--- src/rtl/lsu_if.sv ---
// Handshake and data-memory bus between the execute stage, the LSU and the memory.
interface lsu_if;
    logic        req_valid;
    logic        req_ready;
    logic        is_store;
    logic [2:0]  funct3;
    logic [31:0] addr;
    logic [31:0] store_data;
    logic        mem_req;
    logic        mem_we;
    logic [31:0] mem_addr;
    logic [3:0]  mem_be;
    logic [31:0] mem_wdata;
    logic        mem_gnt;
    logic        mem_rvalid;
    logic [31:0] mem_rdata;
    logic        resp_valid;
    logic [31:0] resp_data;
    logic        err;

    modport slave (
        input  req_valid, is_store, funct3, addr, store_data, mem_gnt, mem_rvalid, mem_rdata,
        output req_ready, mem_req, mem_we, mem_addr, mem_be, mem_wdata, resp_valid, resp_data,
               err
    );

    modport master (
        output req_valid, is_store, funct3, addr, store_data, mem_gnt, mem_rvalid, mem_rdata,
        input  req_ready, mem_req, mem_we, mem_addr, mem_be, mem_wdata, resp_valid, resp_data,
               err
    );
endinterface

--- src/rtl/lsu.sv ---
// RV32I load/store unit: one op in flight, lane shifting for stores and extension for loads.
module lsu (
    input logic  clk,
    input logic  rst_n,
    lsu_if.slave bus
);
    typedef enum logic [1:0] {StIdle, StReq, StWait, StResp} state_e;

    state_e      state_q;
    logic [2:0]  funct3_q;
    logic [1:0]  offset_q;
    logic        mem_we_q;
    logic [31:0] mem_addr_q;
    logic [3:0]  mem_be_q;
    logic [31:0] mem_wdata_q;
    logic        resp_valid_q;
    logic [31:0] resp_data_q;
    logic        err_q;

    logic        illegal;
    logic        misaligned;
    logic [3:0]  be_d;
    logic [31:0] wdata_d;
    logic [31:0] lane;
    logic [31:0] load_ext;

    // Decode of the op presented in IDLE.
    always_comb begin
        illegal    = 1'b0;
        misaligned = 1'b0;
        be_d       = 4'b1111;
        wdata_d    = bus.store_data;
        case (bus.funct3)
            3'b000, 3'b100: begin
                be_d    = 4'b0001 << bus.addr[1:0];
                wdata_d = {4{bus.store_data[7:0]}};
            end
            3'b001, 3'b101: begin
                misaligned = bus.addr[0];
                be_d       = 4'b0011 << bus.addr[1:0];
                wdata_d    = {2{bus.store_data[15:0]}};
            end
            3'b010:  misaligned = |bus.addr[1:0];
            default: illegal = 1'b1;
        endcase
        if (bus.funct3[2] && bus.is_store) begin
            illegal = 1'b1;
        end
    end

    always_comb begin
        lane = bus.mem_rdata >> {offset_q, 3'b000};
        case (funct3_q)
            3'b000:  load_ext = {{24{lane[7]}}, lane[7:0]};
            3'b100:  load_ext = {24'b0, lane[7:0]};
            3'b001:  load_ext = {{16{lane[15]}}, lane[15:0]};
            3'b101:  load_ext = {16'b0, lane[15:0]};
            default: load_ext = bus.mem_rdata;
        endcase
    end

    always_ff @(posedge clk or negedge rst_n) begin
        if (!rst_n) begin
            state_q      <= StIdle;
            funct3_q     <= 3'b0;
            offset_q     <= 2'b0;
            mem_we_q     <= 1'b0;
            mem_addr_q   <= 32'b0;
            mem_be_q     <= 4'b0;
            mem_wdata_q  <= 32'b0;
            resp_valid_q <= 1'b0;
            resp_data_q  <= 32'b0;
            err_q        <= 1'b0;
        end else begin
            unique case (state_q)
                StIdle: begin
                    if (bus.req_valid) begin
                        funct3_q <= bus.funct3;
                        offset_q <= bus.addr[1:0];
                        if (illegal || misaligned) begin
                            state_q      <= StResp;
                            resp_valid_q <= 1'b1;
                            resp_data_q  <= 32'b0;
                            err_q        <= 1'b1;
                        end else begin
                            state_q     <= StReq;
                            mem_we_q    <= bus.is_store;
                            mem_addr_q  <= {bus.addr[31:2], 2'b00};
                            mem_be_q    <= be_d;
                            mem_wdata_q <= wdata_d;
                        end
                    end
                end
                StReq: begin
                    if (bus.mem_gnt) begin
                        if (mem_we_q) begin
                            state_q      <= StResp;
                            resp_valid_q <= 1'b1;
                            resp_data_q  <= 32'b0;
                            err_q        <= 1'b0;
                        end else begin
                            state_q <= StWait;
                        end
                    end
                end
                StWait: begin
                    if (bus.mem_rvalid) begin
                        state_q      <= StResp;
                        resp_valid_q <= 1'b1;
                        resp_data_q  <= load_ext;
                        err_q        <= 1'b0;
                    end
                end
                StResp: begin
                    state_q      <= StIdle;
                    resp_valid_q <= 1'b0;
                end
            endcase
        end
    end

    assign bus.req_ready  = (state_q == StIdle);
    assign bus.mem_req    = (state_q == StReq);
    assign bus.mem_we     = mem_we_q;
    assign bus.mem_addr   = mem_addr_q;
    assign bus.mem_be     = mem_be_q;
    assign bus.mem_wdata  = mem_wdata_q;
    assign bus.resp_valid = resp_valid_q;
    assign bus.resp_data  = resp_data_q;
    assign bus.err        = err_q;
endmodule

--- src/flat_wrapper.sv ---
// flat-port wrapper written by rule: the top's interface ports become plain ports
module lsu_flat 
  (clk, rst_n, bus_req_valid, bus_is_store, bus_funct3, bus_addr, bus_store_data, bus_mem_gnt, bus_mem_rvalid, bus_mem_rdata, bus_req_ready, bus_mem_req, bus_mem_we, bus_mem_addr, bus_mem_be, bus_mem_wdata, bus_resp_valid, bus_resp_data, bus_err);
  lsu_if bus_i ();
  input logic clk;
  input logic rst_n;
  input wire logic [$bits(bus_i.req_valid)-1:0] bus_req_valid;
  input wire logic [$bits(bus_i.is_store)-1:0] bus_is_store;
  input wire logic [$bits(bus_i.funct3)-1:0] bus_funct3;
  input wire logic [$bits(bus_i.addr)-1:0] bus_addr;
  input wire logic [$bits(bus_i.store_data)-1:0] bus_store_data;
  input wire logic [$bits(bus_i.mem_gnt)-1:0] bus_mem_gnt;
  input wire logic [$bits(bus_i.mem_rvalid)-1:0] bus_mem_rvalid;
  input wire logic [$bits(bus_i.mem_rdata)-1:0] bus_mem_rdata;
  output wire logic [$bits(bus_i.req_ready)-1:0] bus_req_ready;
  output wire logic [$bits(bus_i.mem_req)-1:0] bus_mem_req;
  output wire logic [$bits(bus_i.mem_we)-1:0] bus_mem_we;
  output wire logic [$bits(bus_i.mem_addr)-1:0] bus_mem_addr;
  output wire logic [$bits(bus_i.mem_be)-1:0] bus_mem_be;
  output wire logic [$bits(bus_i.mem_wdata)-1:0] bus_mem_wdata;
  output wire logic [$bits(bus_i.resp_valid)-1:0] bus_resp_valid;
  output wire logic [$bits(bus_i.resp_data)-1:0] bus_resp_data;
  output wire logic [$bits(bus_i.err)-1:0] bus_err;
  assign bus_i.req_valid = bus_req_valid;
  assign bus_i.is_store = bus_is_store;
  assign bus_i.funct3 = bus_funct3;
  assign bus_i.addr = bus_addr;
  assign bus_i.store_data = bus_store_data;
  assign bus_i.mem_gnt = bus_mem_gnt;
  assign bus_i.mem_rvalid = bus_mem_rvalid;
  assign bus_i.mem_rdata = bus_mem_rdata;
  assign bus_req_ready = bus_i.req_ready;
  assign bus_mem_req = bus_i.mem_req;
  assign bus_mem_we = bus_i.mem_we;
  assign bus_mem_addr = bus_i.mem_addr;
  assign bus_mem_be = bus_i.mem_be;
  assign bus_mem_wdata = bus_i.mem_wdata;
  assign bus_resp_valid = bus_i.resp_valid;
  assign bus_resp_data = bus_i.resp_data;
  assign bus_err = bus_i.err;
  lsu u_core (.clk(clk), .rst_n(rst_n), .bus(bus_i));
endmodule
--- config.mk ---
export PLATFORM = sky130hd
export DESIGN_NAME = lsu_flat
export DESIGN_NICKNAME = d
export VERILOG_FILES = /design/src/rtl/lsu_if.sv /design/src/rtl/lsu.sv /design/src/flat_wrapper.sv
export SDC_FILE = /design/constraint.sdc
export NUM_CORES = 1
export LEC_CHECK = 0
export CAP_MARGIN = 5
export CORE_MARGIN = 2
export CORE_UTILIZATION = 44
export DETAILED_ROUTE_END_ITERATION = 10
export GPL_TIMING_DRIVEN = 0
export PLACE_DENSITY = 0.81
export SYNTH_ARGS = -nofsm -noshare
export SYNTH_HDL_FRONTEND = slang
export SYNTH_SLANG_ARGS = --single-unit
--- constraint.sdc ---
create_clock -name clk -period 2.1 [get_ports clk]
set_input_delay 0.21 -clock clk [delete_from_list [all_inputs] [get_ports clk]]
set_output_delay 0.21 -clock clk [all_outputs]
set_load 0.01 [all_outputs]
==> impl_metrics.json <==
{
  "rrSetupSlack_ns": 0.09,
  "overflow": 0,
  "cp.arrival_ns": 2.27,
  "final_util_pct": 68.4,
  "insertedDiodeCount": 0,
  "p_per_area_nw_per_um2": 1420,
  "r2r_end": "u_core.bus.resp_data[13]$_DFFE_PN0P_",
  "routabilityCongestion": 0.909,
  "grt_pass1_vias": 4911,
  "final_antenna_net_count": 0,
  "tritoncts": "built",
  "status": "complete, but fails checks",
  "setup_tns_ns": 0,
  "hpwl_um": 12300,
  "clockRootBuffer": "clkbuf_16",
  "min_path_type": "input port to async pin",
  "async_flop_share_pct": 100,
  "rows": 39,
  "tightest_slew_ns": 0.900,
  "ys_warn_count": 0,
  "grt_usage_pct": 25.5,
  "die_area_um2": 12800,
  "syn_to_final_growth_pct": 50.1,
  "startpoint": "u_core.state_q[0]$_DFFE_PN0P_",
  "core_um2": 11500,
  "drt_wl_total_um": 16100,
  "syn_avg_cell_area_um2": 11.6,
  "finalClockSkew_ns": 0.00684,
  "slew_headroom_pct": 39.8,
  "p_leak_nw": 3.38,
  "hold_viol": 0,
  "failed_checks": "design-rule violations",
  "design_area_um2": 7880,
  "worstPathRequired_ns": 2.36,
  "portBuffers": 205,
  "fmax_ghz": 0.497,
  "ioPinCount": 210,
  "end_kind": "flop",
  "grt_pass1_wl_um": 25500,
  "clockPowerShare_pct": 15.4,
  "setup_viol": 0,
  "peakVddDrop_uv": 712,
  "clkLatencyLatePin_ns": 0.35,
  "vias": 4626,
  "htreeDepth": 3,
  "yosys_most_used_dff": "dfrtp_1",
  "max_cap_viol_count": 0,
  "place_area_um2": 7510,
  "startpoint_type": "flop",
  "clkSlewWorstSetupHoldPaths_ns": 0.07,
  "die_height_um": 113,
  "critPathCapture": "u_core.bus.resp_data[13]$_DFFE_PN0P_",
  "period_share_pct": 95.8,
  "p_seq_share_pct": 31.4,
  "slew_violations": 0,
  "grt_start_max_net_pins": 75,
  "drive_above_1_share_pct": 13.8,
  "reg2reg_from": "u_core.state_q[0]$_DFFE_PN0P_",
  "drtPass1Iterations": 8,
  "path_class": "flop to flop",
  "netSwitchingPower_mw": 4.18,
  "drc": 14,
  "cts_buffer_depth": 2,
  "power.internal_mw": 6.98,
  "die_x_um": 113,
  "finalPower_mw": 11.2,
  "clock-sinks": 108,
  "p_sw_share_pct": 37.5,
  "fin_nets": 779,
  "critical_path_peak_fanout": 10,
  "synth_edf_count": 0,
  "p_comb_share_pct": 53.2,
  "drt_iter0_drc": 242,
  "synth_cell_types": 41,
  "ys_ff_latch": 108,
  "synth_cells": 451,
  "start_util_pct": 45.6,
  "syn_area_um2": 5250,
  "via_per_inst": 5.66,
  "period_minus_slack_ns": 2.01,
  "grt_antenna_before_repair": 0,
  "worst_r2r_path_depth": 8,
  "cts_buffers": 9,
  "ys_seq_area_share_pct": 51.5,
  "post_drt_wl_per_cell_um": 19.7
}
## sequential cells by signal (all words and copies together) (netlist names)
name and cells:
u_core.bus.err 1, u_core.bus.mem_addr 30, u_core.bus.mem_be 4, u_core.bus.mem_wdata 32
u_core.bus.mem_we 1, u_core.bus.resp_data 32, u_core.bus.resp_valid 1, u_core.funct3_q 3
u_core.offset_q 2, u_core.state_q 2
## cell families after synthesis
kind of cell / after synthesis / synth area share (%)
compound gates: 129 / 18.1
flops: 108 / 51.5
mux: 83 / 17.9
simple gates: 75 / 6.92
buf+inv: 51 / 4.60
fa+ha+maj: 4 / 0.954
other cells: 1 / 0.0715
## timing repair
item,in CTS,in global routing
buffers inserted,0,1
gates resized for setup,9,11
endpoints found under the setup margin,83,71
pin swaps,0,1
endpoints found under the hold margin,34,0
hold buffers,1,0
## synthesized netlist by cell type, types with 3 or more instances
| cell | number | share of area, % |
|---|---|---|
| a21o_1 | 3 | 0.43 |
| a21oi_1 | 13 | 1.2 |
| a22oi_1 | 4 | 0.57 |
| a2bb2oi_1 | 3 | 0.50 |
| a31oi_1 | 10 | 1.2 |
| and2_1 | 7 | 0.83 |
| buf_2 | 10 | 0.95 |
| buf_6 | 4 | 0.86 |
| clkbuf_1 | 19 | 1.4 |
| dfrtp_1 | 108 | 52 |
| ha_1 | 4 | 0.95 |
| inv_1 | 14 | 1.0 |
| mux2_1 | 4 | 0.86 |
| mux2_2 | 31 | 6.7 |
| mux2_4 | 10 | 2.9 |
| mux2i_1 | 37 | 7.1 |
| nand2_1 | 30 | 2.1 |
| nand3b_1 | 9 | 1.3 |
| nor2_1 | 18 | 1.3 |
| nor3_1 | 3 | 0.29 |
| o211ai_1 | 23 | 3.3 |
| o21ai_0 | 27 | 2.6 |
| o221ai_1 | 5 | 0.83 |
| o2bb2ai_1 | 33 | 5.5 |
## power by group through the flow
stage | Combinational [mW] | Clock [mW] | Sequential [mW]
floorplan | 2.71 | 0 | 3.81
global placement | 5.65 | 0 | 3.47
detailed placement | 5.80 | 0 | 3.51
CTS | 5.88 | 1.75 | 3.48
global route | 6.38 | 1.82 | 3.62
finish | 5.94 | 1.72 | 3.51
## worst min-delay path by stage
stage                                                    start                                    to  cells past startpoint
after floorplan                                          rst_n            u_core.bus.err$_DFFE_PN0P_                      0
after global placement    u_core.bus.mem_wdata[27]$_DFFE_PN0P_  u_core.bus.mem_wdata[27]$_DFFE_PN0P_                      2
after detailed placement                                 rst_n  u_core.bus.resp_data[24]$_DFFE_PN0P_                      1
after CTS                                                rst_n  u_core.bus.resp_data[24]$_DFFE_PN0P_                      2
after global routing                                     rst_n  u_core.bus.resp_data[24]$_DFFE_PN0P_                      2
final                                                    rst_n  u_core.bus.resp_data[24]$_DFFE_PN0P_                      2
## layout by cell type, fill, tap and decap left out, types with 3 or more instances in the layout
master	netlist	layout
clkdlybuf4s50_1	0	204
dfrtp_1	108	108
mux2i_1	37	37
o2bb2ai_1	33	33
mux2_2	31	31
nand2_1	30	29
o21ai_0	27	27
o211ai_1	23	23
nor2_1	18	18
inv_1	14	14
a21oi_1	13	13
clkbuf_1	19	12
mux2_4	10	10
a31oi_1	10	10
nand3b_1	9	9
clkbuf_16	0	9
buf_2	10	8
and2_1	7	7
buf_4	2	6
clkbuf_2	0	5
o221ai_1	5	5
buf_6	4	4
mux2_1	4	4
a22oi_1	4	4
a21o_1	3	3
nor3_1	3	3
a2bb2oi_1	3	3
## layer usage
| metal | wire length [um] | GRT usage, % | up-vias |
|---|---|---|---|
| met5 | 0 | 0 | - |
| met4 | 461 | 9.76 | 0 |
| met3 | 1770 | 8.19 | 37 |
| met2 | 7850 | 43.3 | 250 |
| met1 | 6000 | 30.2 | 2244 |
| li1 | - | - | 2095 |
## cell type report
class / count / area, um2
Tap cell: 143 / 179
Clock inverter: 7 / 73.8
Inverter: 14 / 52.6
Fill cell: 891 / 3640
Clock buffer: 9 / 225
Multi-Input combinational cell: 293 / 2350
Sequential cell: 108 / 2700
Buffer: 36 / 200
Timing Repair Buffer: 208 / 2090
## per-stage QoR
stage          worst slack, ns  instances  hold slack, ns
2_1_floorplan            0.134        452         -0.0856
3_3_place_gp             -3.16        800           0.460
3_5_place_dp            -0.249        801           0.203
4_1_cts                0.00469        818           0.372
5_1_grt               -0.00776        818           0.402
6_report                0.0884        818           0.358
## worst max-delay path, stage by stage, from the launching register on
cell and delay (ns):
dfrtp_1 0.42, inv_1 0.12, ha_4 0.21, a21boi_4 0.16, a31oi_1 0.28, buf_4 0.19, nand3_2 0.14, buf_4 0.22
o2bb2ai_1 0.18
Power figures use the tool's default switching activity.
